<file path="src/rtl/cdb_arbiter.sv">
// cdb_arbiter: one holding buffer per FU, arbitrated onto a single registered common data bus.
// Define CDB_ROUND_ROBIN_EN for rotating-priority arbitration; otherwise the lowest FU index wins.
`ifndef ROB_LEN
`define ROB_LEN 32
`endif
`ifndef XLEN
`define XLEN 32
`endif

module cdb_arbiter #(
  parameter int NUM_FU = 4,
  parameter int TAG_W  = $clog2(`ROB_LEN),
  parameter int XLEN_P = `XLEN
) (
  input  logic                     clock,
  input  logic                     reset,
  input  logic [NUM_FU-1:0]        fu_valid,
  input  logic [NUM_FU*TAG_W-1:0]  fu_tag,
  input  logic [NUM_FU*XLEN_P-1:0] fu_value,
  output logic [NUM_FU-1:0]        fu_ready,
  input  logic                     squash,
  output logic                     cdb_valid,
  output logic [TAG_W-1:0]         cdb_tag,
  output logic [XLEN_P-1:0]        cdb_value
);

  localparam int PTR_W = (NUM_FU > 1) ? $clog2(NUM_FU) : 1;

  logic [NUM_FU-1:0] buf_valid;
  logic [TAG_W-1:0]  buf_tag   [NUM_FU];
  logic [XLEN_P-1:0] buf_value [NUM_FU];

  logic [NUM_FU-1:0] grant;
  logic [PTR_W-1:0]  grant_idx;
  logic              grant_any;
  logic [NUM_FU-1:0] load;

`ifdef CDB_ROUND_ROBIN_EN
  logic [PTR_W-1:0] ptr;

  // Search starts at the pointer and wraps, so every valid buffer is reached within NUM_FU grants.
  always_comb begin
    int              idx;
    logic [PTR_W-1:0] sel;
    grant_any = 1'b0;
    grant_idx = '0;
    idx       = 0;
    sel       = '0;
    for (int k = 0; k < NUM_FU; k++) begin
      idx = int'(ptr) + k;
      if (idx >= NUM_FU) idx = idx - NUM_FU;
      sel = idx[PTR_W-1:0];
      if (!grant_any && buf_valid[sel]) begin
        grant_any = 1'b1;
        grant_idx = sel;
      end
    end
  end

  always_ff @(posedge clock or posedge reset) begin
    if (reset) begin
      ptr <= '0;
    end else if (!squash && grant_any) begin
      ptr <= (grant_idx == PTR_W'(NUM_FU - 1)) ? '0 : grant_idx + PTR_W'(1);
    end
  end
`else
  always_comb begin
    logic [PTR_W-1:0] sel;
    grant_any = 1'b0;
    grant_idx = '0;
    sel       = '0;
    for (int k = 0; k < NUM_FU; k++) begin
      sel = k[PTR_W-1:0];
      if (!grant_any && buf_valid[sel]) begin
        grant_any = 1'b1;
        grant_idx = sel;
      end
    end
  end
`endif

  always_comb begin
    grant = '0;
    if (grant_any) grant[grant_idx] = 1'b1;
  end

  // A granted buffer empties on this edge, so it can take a new result without a bubble.
  assign fu_ready = reset  ? {NUM_FU{1'b1}} :
                    squash ? {NUM_FU{1'b0}} :
                             (~buf_valid | grant);

  assign load = fu_valid & fu_ready;

  always_ff @(posedge clock or posedge reset) begin
    if (reset) begin
      buf_valid <= '0;
      for (int i = 0; i < NUM_FU; i++) begin
        buf_tag[i]   <= '0;
        buf_value[i] <= '0;
      end
    end else if (squash) begin
      buf_valid <= '0;
    end else begin
      for (int i = 0; i < NUM_FU; i++) begin
        if (load[i]) begin
          buf_valid[i] <= 1'b1;
          buf_tag[i]   <= fu_tag[i*TAG_W +: TAG_W];
          buf_value[i] <= fu_value[i*XLEN_P +: XLEN_P];
        end else if (grant[i]) begin
          buf_valid[i] <= 1'b0;
        end
      end
    end
  end

  always_ff @(posedge clock or posedge reset) begin
    if (reset) begin
      cdb_valid <= 1'b0;
      cdb_tag   <= '0;
      cdb_value <= '0;
    end else if (squash) begin
      cdb_valid <= 1'b0;
    end else if (grant_any) begin
      cdb_valid <= 1'b1;
      cdb_tag   <= buf_tag[grant_idx];
      cdb_value <= buf_value[grant_idx];
    end else begin
      cdb_valid <= 1'b0;
    end
  end

endmodule

</file>
<file path="config.mk">
export PLATFORM = sky130hd
export DESIGN_NAME = cdb_arbiter
export DESIGN_NICKNAME = d
export VERILOG_FILES = /design/src/rtl/cdb_arbiter.sv
export SDC_FILE = /design/constraint.sdc
export NUM_CORES = 1
export LEC_CHECK = 0
export ABC_AREA = 1
export ABC_CLOCK_PERIOD_IN_PS = 9600
export BUFFER_PORTS_ARGS = -buffer_cell sky130_fd_sc_hd__buf_2
export CORE_UTILIZATION = 30
export CTS_CLUSTER_SIZE = 30
export DETAILED_ROUTE_END_ITERATION = 12
export PLACE_DENSITY = 0.6
export SLEW_MARGIN = 10
export SYNTH_ARGS = -nofsm -noshare
export SYNTH_HDL_FRONTEND = slang
export SYNTH_SLANG_ARGS = --single-unit
</file>
<file path="constraint.sdc">
create_clock -name clock -period 9.6 [get_ports clock]
set_input_delay 0.96 -clock clock [delete_from_list [all_inputs] [get_ports clock]]
set_output_delay 0.96 -clock clock [all_outputs]
set_load 0.1 [all_outputs]
</file>
# After elaboration in Yosys (flattened, before gate mapping)
# Index checks and enable logic that the tools add are counted.
# totals
latchBits,0
output_inout_bits,42
wordCells,68
mem_bits_rw,0
memories,0
romBits,0
reg_bits,190
input_bits,155
# classes
mux,29
eq_ne,0
div,0
n_shift,0
n_mul,0
magnitude_cmp,3
addsub,0
reduce_logical,16
bitwise_logic,5
# ops
operator,n
32-bit binary-select mux with 2-bit select,1
32-bit 2-to-1 mux,2
1-bit 2-to-1 mux,16
4-bit 2-to-1 mux,4
3-bit nonzero test,4
5-bit binary-select mux with 2-bit select,1
5-bit 2-to-1 mux,2
2-bit AND reduction,5
4-bit AND,1
1-bit logical AND,4
2-bit 2-to-1 mux,2
4-bit NOT,1
4-bit bitwise OR,1
3-bit >= comparator (second input constant),1
1-bit zero test,3
2-bit by 3-bit < comparator with 1-bit output (second input constant),1
2-bit NOT with 3-bit output,1
1-bit demux with 2-bit select,1
2-bit by 1-bit >= comparator with 1-bit output (second input constant),1
1-bit NOT,1

# Longest topological paths before layout
# Gate-level depths: netlist (run 1).
# depth
depth_word,21
depth_mapped,10
depth_no_buf,9

# Least setup slack after synthesis (run 1)
# Ideal clock, no wire load.
# synth_path
kind,input to output
start,input port reset
end,output port fu_ready[3]
path_buffers,0
t_arrival_ns,8.912
cell_stages,2
t_required_ns,8.640
path_slack_ns,-0.272
path_cell_list,inv_1 -> o21ai_0
# synth_between
elab_chain_len,1
# synth_lines
item,line,text
start: declaration,16,"input logic reset,"
4-bit 2-to-1 mux,89,assign fu_ready = reset ? {NUM_FU{1'b1}} :
end: declaration,20,"output logic [NUM_FU-1:0] fu_ready,"
# No other way between the ends.

# Worst setup path in the final report (run 1)
# Same ends and word-level chain as after synthesis.

==> results.ini, run 1 <==
[outcome]
outcome=finished, final reports clean

[layout]
nets=1442
fin_util=0.373
area_growth_pct=20.9
antenna_cells=0
multi_input_area_um2=3150
regArea_um2=4750
fillers=3021
drive_above_1_share=0.197

[placed_design]
hpwlAfterDp_mm=17.8
io_buffers=196
gp_congestion=0.856

[power_and_ir_drop]
p_sw_frac=0.372
peakVddDrop_uv=97.0
p_per_area_nw_per_um2=224
clkPwrFrac=0.308
power_frac_comb=0.272
p_int_uw=1480
power.static_leakage_uw=0.00555
finalPower_uw=2360
switchingPower_uw=878
seqPwrFrac=0.420

[global_routing]
grt_max_degree=75
antenna_found_initial=0
grt_pass1_vias=6957
overflow=0
grt_pass1_wl_mm=38.9
gr-usage-all-layers=0.174

[synthesis]
netlist_area_um2=8700
yosysSeqAreaShare=0.547
muxShareOfSynthArea=0
ys_ff_latch=190
yosys_warnings=0
synthTopCellsByArea=dfrtp_1 55%, nand2_1 11%, nor2_1 11%
synth_xor_area_frac=0
synth_top_cell_by_area=dfrtp_1
synth_cell_types=16
synth_compound_area_frac=0.0814
syn_area_per_cell_um2=7.72
synth_fp_nets=1281
yosys.area_share.simple=0.278
syn_inst=1126
synthAdderAreaFrac=0
synth_top_family_by_area=simple AND/OR/NAND/NOR gates
synth_top_area_share=0.547

[timing]
setup_violations=0
setup_tns_ns=0
finalHoldViolCount=0
hold_ws_ns=0.481
slew_viol_final=0
finalClockSkew_ns=0.0137
slew_headroom=0.247
rsz0062_at_grt=no
fin_crit_sh=0.421
period_needed_ns=4.04
max_freq_ghz=0.247
worst_pin_slew_ns=1.12

[floorplanning]
core_um2=28200
rows=61
start_util=0.309
die_w_um=172
ios=197
dieArea_um2=29700
die_y_um=172

[routing]
finalWirelength_mm=25.0
drt-vias-per-instance=4.42
firstDrtPassIters=5
drtIter0Drc=520
num_vias=7406
drtAntennaViolNets=0
drc=0
wire_per_inst_um=14.9

[critical_path]
worstPathArrival_ns=3.08
slowest_stage=buf_4
reg2reg_depth=6
cp_cell_sequence=buf_2, clkinvlp_4, buf_4, buf_4, o21ai_0, buf_2
reg2reg_from=buf_valid[3]
ff2ff_setup_slack_ns=7.05
cp_data_required_time_ns=8.64
critical_path_class=primary input to output pin
crit_path_end_kind=output pin
critPathLaunchType=primary input
slowest_delay_ns=0.78
worst-path-max-fanout=65
rr_endpoint=cdb_tag[3]

[worst_hold_path]
min_path_type=register to register
hold_depth=2
holdPathEnd=buf_value[110]
hp-start=buf_value[110]

[clock_tree]
cts-root-buf=clkbuf_16
cts_inserted_buffers=17
postCtsSetupBuffers=0
insertion_delay_ns=0.44
path_clk_slew_ns=0.06
hold_buffers=0
clkSinkCount=190
cts_buffer_depth=2
cts_resized=0
cts_tree=done
htree_levels=4

[job]
cap_violations=0

-- power groups by stage --
stage	Combinational, uW	Clock (uW)	Sequential (uW)
finish	643	726	990
global route	703	777	1000
CTS	652	746	990
detailed placement	650	0	1010
global placement	643	0	1000
floorplan	249	0	1240
-- worst max path at each step --
stage             endpoint   from  cells past startpoint  slack, ns
2_1_floorplan  fu_ready[3]  reset                      2       2.51
3_3_place_gp   fu_ready[3]  reset                      6       5.41
3_5_place_dp   fu_ready[3]  reset                      6       5.41
4_1_cts        fu_ready[3]  reset                      6       5.42
5_1_grt        fu_ready[3]  reset                      6       5.21
6_report       fu_ready[3]  reset                      6       5.56
-- metal layers --
metal  routed length [um]  vias to the layer above  track usage
li1                     -                     3780            -
met1                12500                     3416        0.262
met2                10900                      194        0.252
met3                 1300                       16       0.0343
met4                  308                        0       0.0469
met5                    0                        -            0
-- cells in the mapped netlist --
| library cell | number |
|---|---|
| buf_4 | 14 |
| o21ai_0 | 29 |
| a21boi_2 | 1 |
| inv_2 | 6 |
| nand2_1 | 254 |
| nor2_1 | 253 |
| inv_1 | 117 |
| dfrtp_1 | 190 |
| nand3_1 | 98 |
| o21ai_1 | 31 |
| nor2_2 | 2 |
| buf_2 | 42 |
| a21oi_1 | 74 |
| clkbuf_1 | 11 |
| o21ai_2 | 3 |
| nor2_4 | 1 |
-- layout make-up --
class	count	area share
clock inverters	12	0.0157
repair buffers	209	0.103
clock buffers	18	0.0408
inverters	123	0.0443
multi-input cells	746	0.299
flip-flops and latches	190	0.452
well taps	378	0.0450
-- placed cells by master, fill, tap and decap left out --
cell type   count
clkbuf_1        1
clkinv_4        4
bufinv_16       3
o21ai_1        31
dfrtp_1       190
clkbuf_16      17
nand2_2         2
a21oi_1        74
nor2_2          2
o21ai_0        29
o21ai_4         1
nor2_4          1
clkinvlp_4      4
o21ai_2         2
buf_4          13
nand3_1        96
nand3_2         2
a21boi_2        1
nand2_1       252
nor2_1        253
inv_1         116
inv_2           6
inv_6           2
buf_2         196
-- state kept, by name, indices dropped and copies added, names as in the netlist --
name,cells
buf_valid,4
buf_value,128
cdb_value,32
cdb_tag,5
buf_tag,20
cdb_valid,1
-- critical path, delay by kind of cell --
family	cells	cell delay, ns
compound gates	1	0.18
buf+inv	5	1.89
-- metrics by stage --
| step | worst slack (ns) | area, um^2 | std cells |
|---|---|---|---|
| global route | 5.21 | 10500 | 1676 |
| detailed placement | 5.41 | 9920 | 1646 |
| floorplan | 2.51 | 8700 | 1126 |
| CTS | 5.42 | 10500 | 1676 |
| finish | 5.56 | 10500 | 1676 |
| global placement | 5.41 | 9920 | 1646 |
-- logic make-up (layout without fill, tap and decap cells) --
group / Yosys count / after routing
simple gates: 608 / 608
buf+inv: 190 / 362
flops: 190 / 190
compound gates: 138 / 138
Power figures use the tool's default switching activity.
==> inputs of run 2 (changes only) <==
Settings changed: ABC_AREA 1 to 0, ABC_CLOCK_PERIOD_IN_PS 9600 to 3500, PLACE_DENSITY 0.6 to 0.62.
Clock period 9.6 ns to 3.5 ns, I/O delays scaled along.
==> results.ini, run 2 <==
[power_and_ir_drop]
power.static_leakage_uw=0.00450
p_per_area_nw_per_um2=623
peakVddDrop_uv=298
finalPower_uw=6480

[global_routing]
grt.busiest_layer=met2
grt.met2_usage=0.268
grt_max_degree=78
use_met3=0.0363
overflow=0
grt_pass1_wl_mm=35.5
grt_pass1_vias=6173
gr-usage-all-layers=0.163
antenna_found_initial=3
grt_use_met1=0.217

[synthesis]
yosysSeqAreaShare=0.562
syn_inst=643
synth_ff_type=dfrtp_1
synth_top_area_share=0.562
synthTopCellsByArea=dfrtp_1 56%, mux2_2 19%, o32a_1 4.4%
netlist_area_um2=8460
synth_top_cell_by_area=dfrtp_1
synth_cell_types=27
synth.most_common_cell=dfrtp_1
synthArstFlopShare=1.00
synth_fp_nets=798
synthTopCellsByCount=190 x dfrtp_1, 140 x mux2_2, 41 x nand2_1, 39 x a21oi_1, 38 x o21a_1
yosys_warnings=0
synth_edf_count=0
syn_area_per_cell_um2=13.2
ys_ff_latch=190

[layout]
final_common_cell=buf_2
fin_util=0.374
area_growth_pct=22.9
top_register=buf_value
fillers=2805
final_cell_mix=196 x buf_2, 187 x dfrtp_1, 140 x mux2_2
nets=971
reg_top3=buf_value (128), cdb_value (32), buf_tag (20)
fin_area_um2=10400
drive_above_1_share=0.479
largest_reg_flops=128

[clock_tree]
cts_inserted_buffers=17
path_clk_slew_ns=0.08
clkSinkCount=190
cts-root-buf=clkbuf_16
htree_levels=4
cts_tree=done
cts_buffer_depth=2
insertion_delay_ns=0.45

[floorplanning]
rows=61
die_w_um=170
die_y_um=170
ios=197
start_util=0.305
core_um2=27800
dieArea_um2=28900

[routing]
firstDrtPassIters=5
finalWirelength_mm=23.0
drt-vias-per-instance=4.90
wire_per_inst_um=19.0
num_vias=5919
drtIter0Drc=378
drtAntennaViolNets=0
drc=0

[job]
cap_violations=0

[timing]
finalHoldViolCount=0
finalClockSkew_ns=0.0212
max_freq_ghz=0.357
slew_viol_final=0
worst_pin_slew_ns=1.17
fin_crit_sh=0.801
period_needed_ns=2.80
setup_tns_ns=0
setup_violations=0
slew_headroom=0.219
rsz0062_at_grt=no

[critical_path]
critPathLaunchType=register
cp_data_required_time_ns=3.15
worst-path-max-fanout=77
worstPathArrival_ns=2.45
crit_path_end_kind=output pin
critical_path_class=register to output pin

[outcome]
outcome=finished, final reports clean

[worst_hold_path]
min_path_type=primary input to register

[placed_design]
hpwlAfterDp_mm=14.8
gp_congestion=0.740
postPlaceCellArea_um2=9800
io_buffers=196

## run 2: repair_timing
item | CTS | global route
hold buffers | 1 | 0
resized for setup | 0 | 0
endpoints found under the hold margin | 7 | 0
setup buffers | 0 | 0
endpoints found under the setup margin | 0 | 0
## run 2: worst max-delay path, cell delays in order, from the launching register on
cell and delay, ns:
dfrtp_2 0.40, buf_4 0.34, nor3_2 0.37, nor2_1 0.09, o21ai_0 0.29, buf_2 0.49
## run 2: cell type report
cell class	instances	area (um^2)	area share
clock buffers	17	425	0.0409
well taps	378	473	0.0455
diodes	2	5.00	0.000481
inverters	4	18.8	0.00180
clock inverters	15	168	0.0161
multi-input cells	392	3460	0.333
flip-flops and latches	190	4760	0.457
repair buffers	211	1100	0.105
## run 2: metal layers
metal	wire, um	part of all wire	vias to the layer above
met5	13	0.00057	-
li1	-	-	2726
met1	10700	0.46	3023
met3	1090	0.048	10
met2	11100	0.48	158
met4	155	0.0067	2
## run 2: cell families (layout without fill, tap and decap cells)
group,after synthesis,in the layout,share of synthesized area
and+or+nand+nor,87,87,0.0584
other,0,2,0
DFF,190,190,0.562
muxes,148,148,0.197
AOI/OAI and AO/OA,157,157,0.147
buffers and inverters,61,247,0.0358
## run 2: where the power goes
part           switching (uW)  internal (uW)  total (uW)
clock network            1010            962        1970
registers                 206           2570        2770
logic                    1190            544        1740
total                    2410           4070        6480
## run 2: worst paths after layout
path / end / cells past startpoint / slack (ns) / start
min in group asynchronous: buf_valid[0] / 3 / 0.54 / reset
worst max register to register: buf_value[41] / 4 / 1.00 / buf_valid[1]
max in group asynchronous: buf_value[115] / 4 / 1.79 / reset
worst min-delay path: buf_value[3] / 2 / 0.11 / fu_value[99]
worst max-delay path: fu_ready[3] / 5 / 0.70 / buf_valid[2]
worst min register to register: buf_value[90] / 1 / 0.50 / buf_value[90]
## run 2: per-stage QoR
step           setup WS, ns  instances  hold WS [ns]
6_report              0.696       1209         0.108
5_1_grt               0.586       1207         0.101
4_1_cts               0.644       1207        0.0947
3_5_place_dp          0.959       1174         0.438
3_3_place_gp          0.993       1174         0.430
2_1_floorplan         -2.51        643         0.465
==> inputs of run 3 (changes only) <==
Settings changed: ABC_CLOCK_PERIOD_IN_PS 3500 to 2500.
Clock period 3.5 ns to 2.5 ns, I/O delays scaled along.
==> results.ini, run 3 (synthesis gave the netlist of run 2 again) <==
[worst_hold_path]
min_path_type=primary input to register

[critical_path]
crit_path_end_kind=output pin
worst-path-max-fanout=19
critical_path_class=register to output pin
cp_data_required_time_ns=2.25
critPathLaunchType=register
worstPathArrival_ns=2.10

[global_routing]
antenna_found_initial=5
gr-usage-all-layers=0.169
grt_pass1_wl_mm=36.4
overflow=0
grt_max_degree=81
grt_pass1_vias=6293

[clock_tree]
cts_inserted_buffers=17
postCtsSetupBuffers=0
cts_tree=done
cts-root-buf=clkbuf_16
htree_levels=4
cts_buffer_depth=2
path_clk_slew_ns=0.07
clkSinkCount=190
insertion_delay_ns=0.44

[floorplanning]
core_um2=27800
die_w_um=170
die_y_um=170
rows=61
start_util=0.305
ios=197
dieArea_um2=28900

[routing]
firstDrtPassIters=6
num_vias=6007
wl_met2_mm=11.7
finalWirelength_mm=23.6
wl_met3_mm=1.34
drt-met1-wl_mm=10.1
drt-vias-per-instance=4.92
drc=0
wire_per_inst_um=19.4
drtAntennaViolNets=0
drtIter0Drc=278
top_layer=met5

[timing]
worst_pin_slew_ns=1.17
slew_headroom=0.220
slew_viol_final=0
setup_violations=0
rsz0062_at_grt=no
max_freq_ghz=0.426
finalHoldViolCount=0
finalClockSkew_ns=0.0135
hold_ws_ns=0.0286
fin_crit_sh=0.939
period_needed_ns=2.35

[outcome]
outcome=finished, final reports clean

[placed_design]
gp_congestion=0.742
postPlaceCellArea_um2=9920
io_buffers=196
hpwlAfterDp_mm=16.0

[layout]
multi_input_area_um2=3460
final_cell_mix=195 x buf_2, 187 x dfrtp_1, 140 x mux2_2
final_common_cell=buf_2
largest_reg_flops=128
fillers=2783
regArea_um2=4760
drive_above_1_share=0.486
top_register=buf_value
fin_area_um2=10500
reg_top3=buf_value (128), cdb_value (32), buf_tag (20)
nets=982
area_growth_pct=24.1

[power_and_ir_drop]
p_per_area_nw_per_um2=857
power.static_leakage_uw=0.00456
peakVddDrop_uv=426

[job]
cap_violations=0

run 3: routing by layer:
layer  up-vias  GRT usage
met3        27     0.0481
li1       2741          -
met5         -          0
met4         6     0.0560
met2       161      0.288
met1      3072      0.206
run 3: what timing repair did:
| action | in CTS | in global routing |
|---|---|---|
| endpoints found under the hold margin | 1 | 0 |
| hold buffers | 1 | 0 |
| endpoints found under the setup margin | 0 | 1 |
| gates resized for setup | 0 | 1 |
run 3: power breakdown:
group,internal (uW),switching (uW)
registers,3600,302
logic,783,1670
clock network,1340,1310
total,5720,3280
run 3: layout make-up:
class                      count  area share
antenna                        2    0.000477
clock buffer                  18      0.0418
clock inverter                14      0.0119
inverter                       4     0.00179
multi-input combinational    392       0.330
sequential                   190       0.453
tap                          378      0.0451
timing repair buffer         222       0.116
run 3: path summary, 6_finish.rpt:
| kind | cells past startpoint | slack [ns] | end | from |
|---|---|---|---|---|
| worst min register to register | 1 | 0.49 | cdb_value[6] | cdb_value[6] |
| worst max register to register | 3 | 0.49 | cdb_value[28] | buf_valid[0] |
| worst min-delay path | 2 | 0.03 | buf_tag[0] | fu_tag[15] |
| worst max-delay path | 4 | 0.15 | fu_ready[3] | buf_valid[0] |
| max in group asynchronous | 3 | 1.45 | buf_valid[3] | reset |
| min in group asynchronous | 3 | 0.09 | buf_tag[8] | reset |
run 3: through the flow:
| step | total power, uW | instances | setup TNS, ns | setup slack (ns) | util |
|---|---|---|---|---|---|
| 6_report | 9000 | 1220 | 0 | 0.153 | 0.378 |
| 5_1_grt | 9410 | 1218 | 0 | 0.0620 | 0.378 |
| 4_1_cts | 9120 | 1218 | 0 | 0.0226 | 0.378 |
| 3_5_place_dp | 6430 | 1185 | 0 | 0.451 | 0.357 |
| 3_3_place_gp | 6380 | 1185 | 0 | 0.529 | 0.357 |
| 2_1_floorplan | 5820 | 643 | -82.30 | -3.31 | - |
run 3: critical path: stages (launching register included):
cell and delay [ns]:
dfrtp_2 0.57, nor3_2 0.28, nor2_1 0.11, o21ai_0 0.29, clkbuf_4 0.41
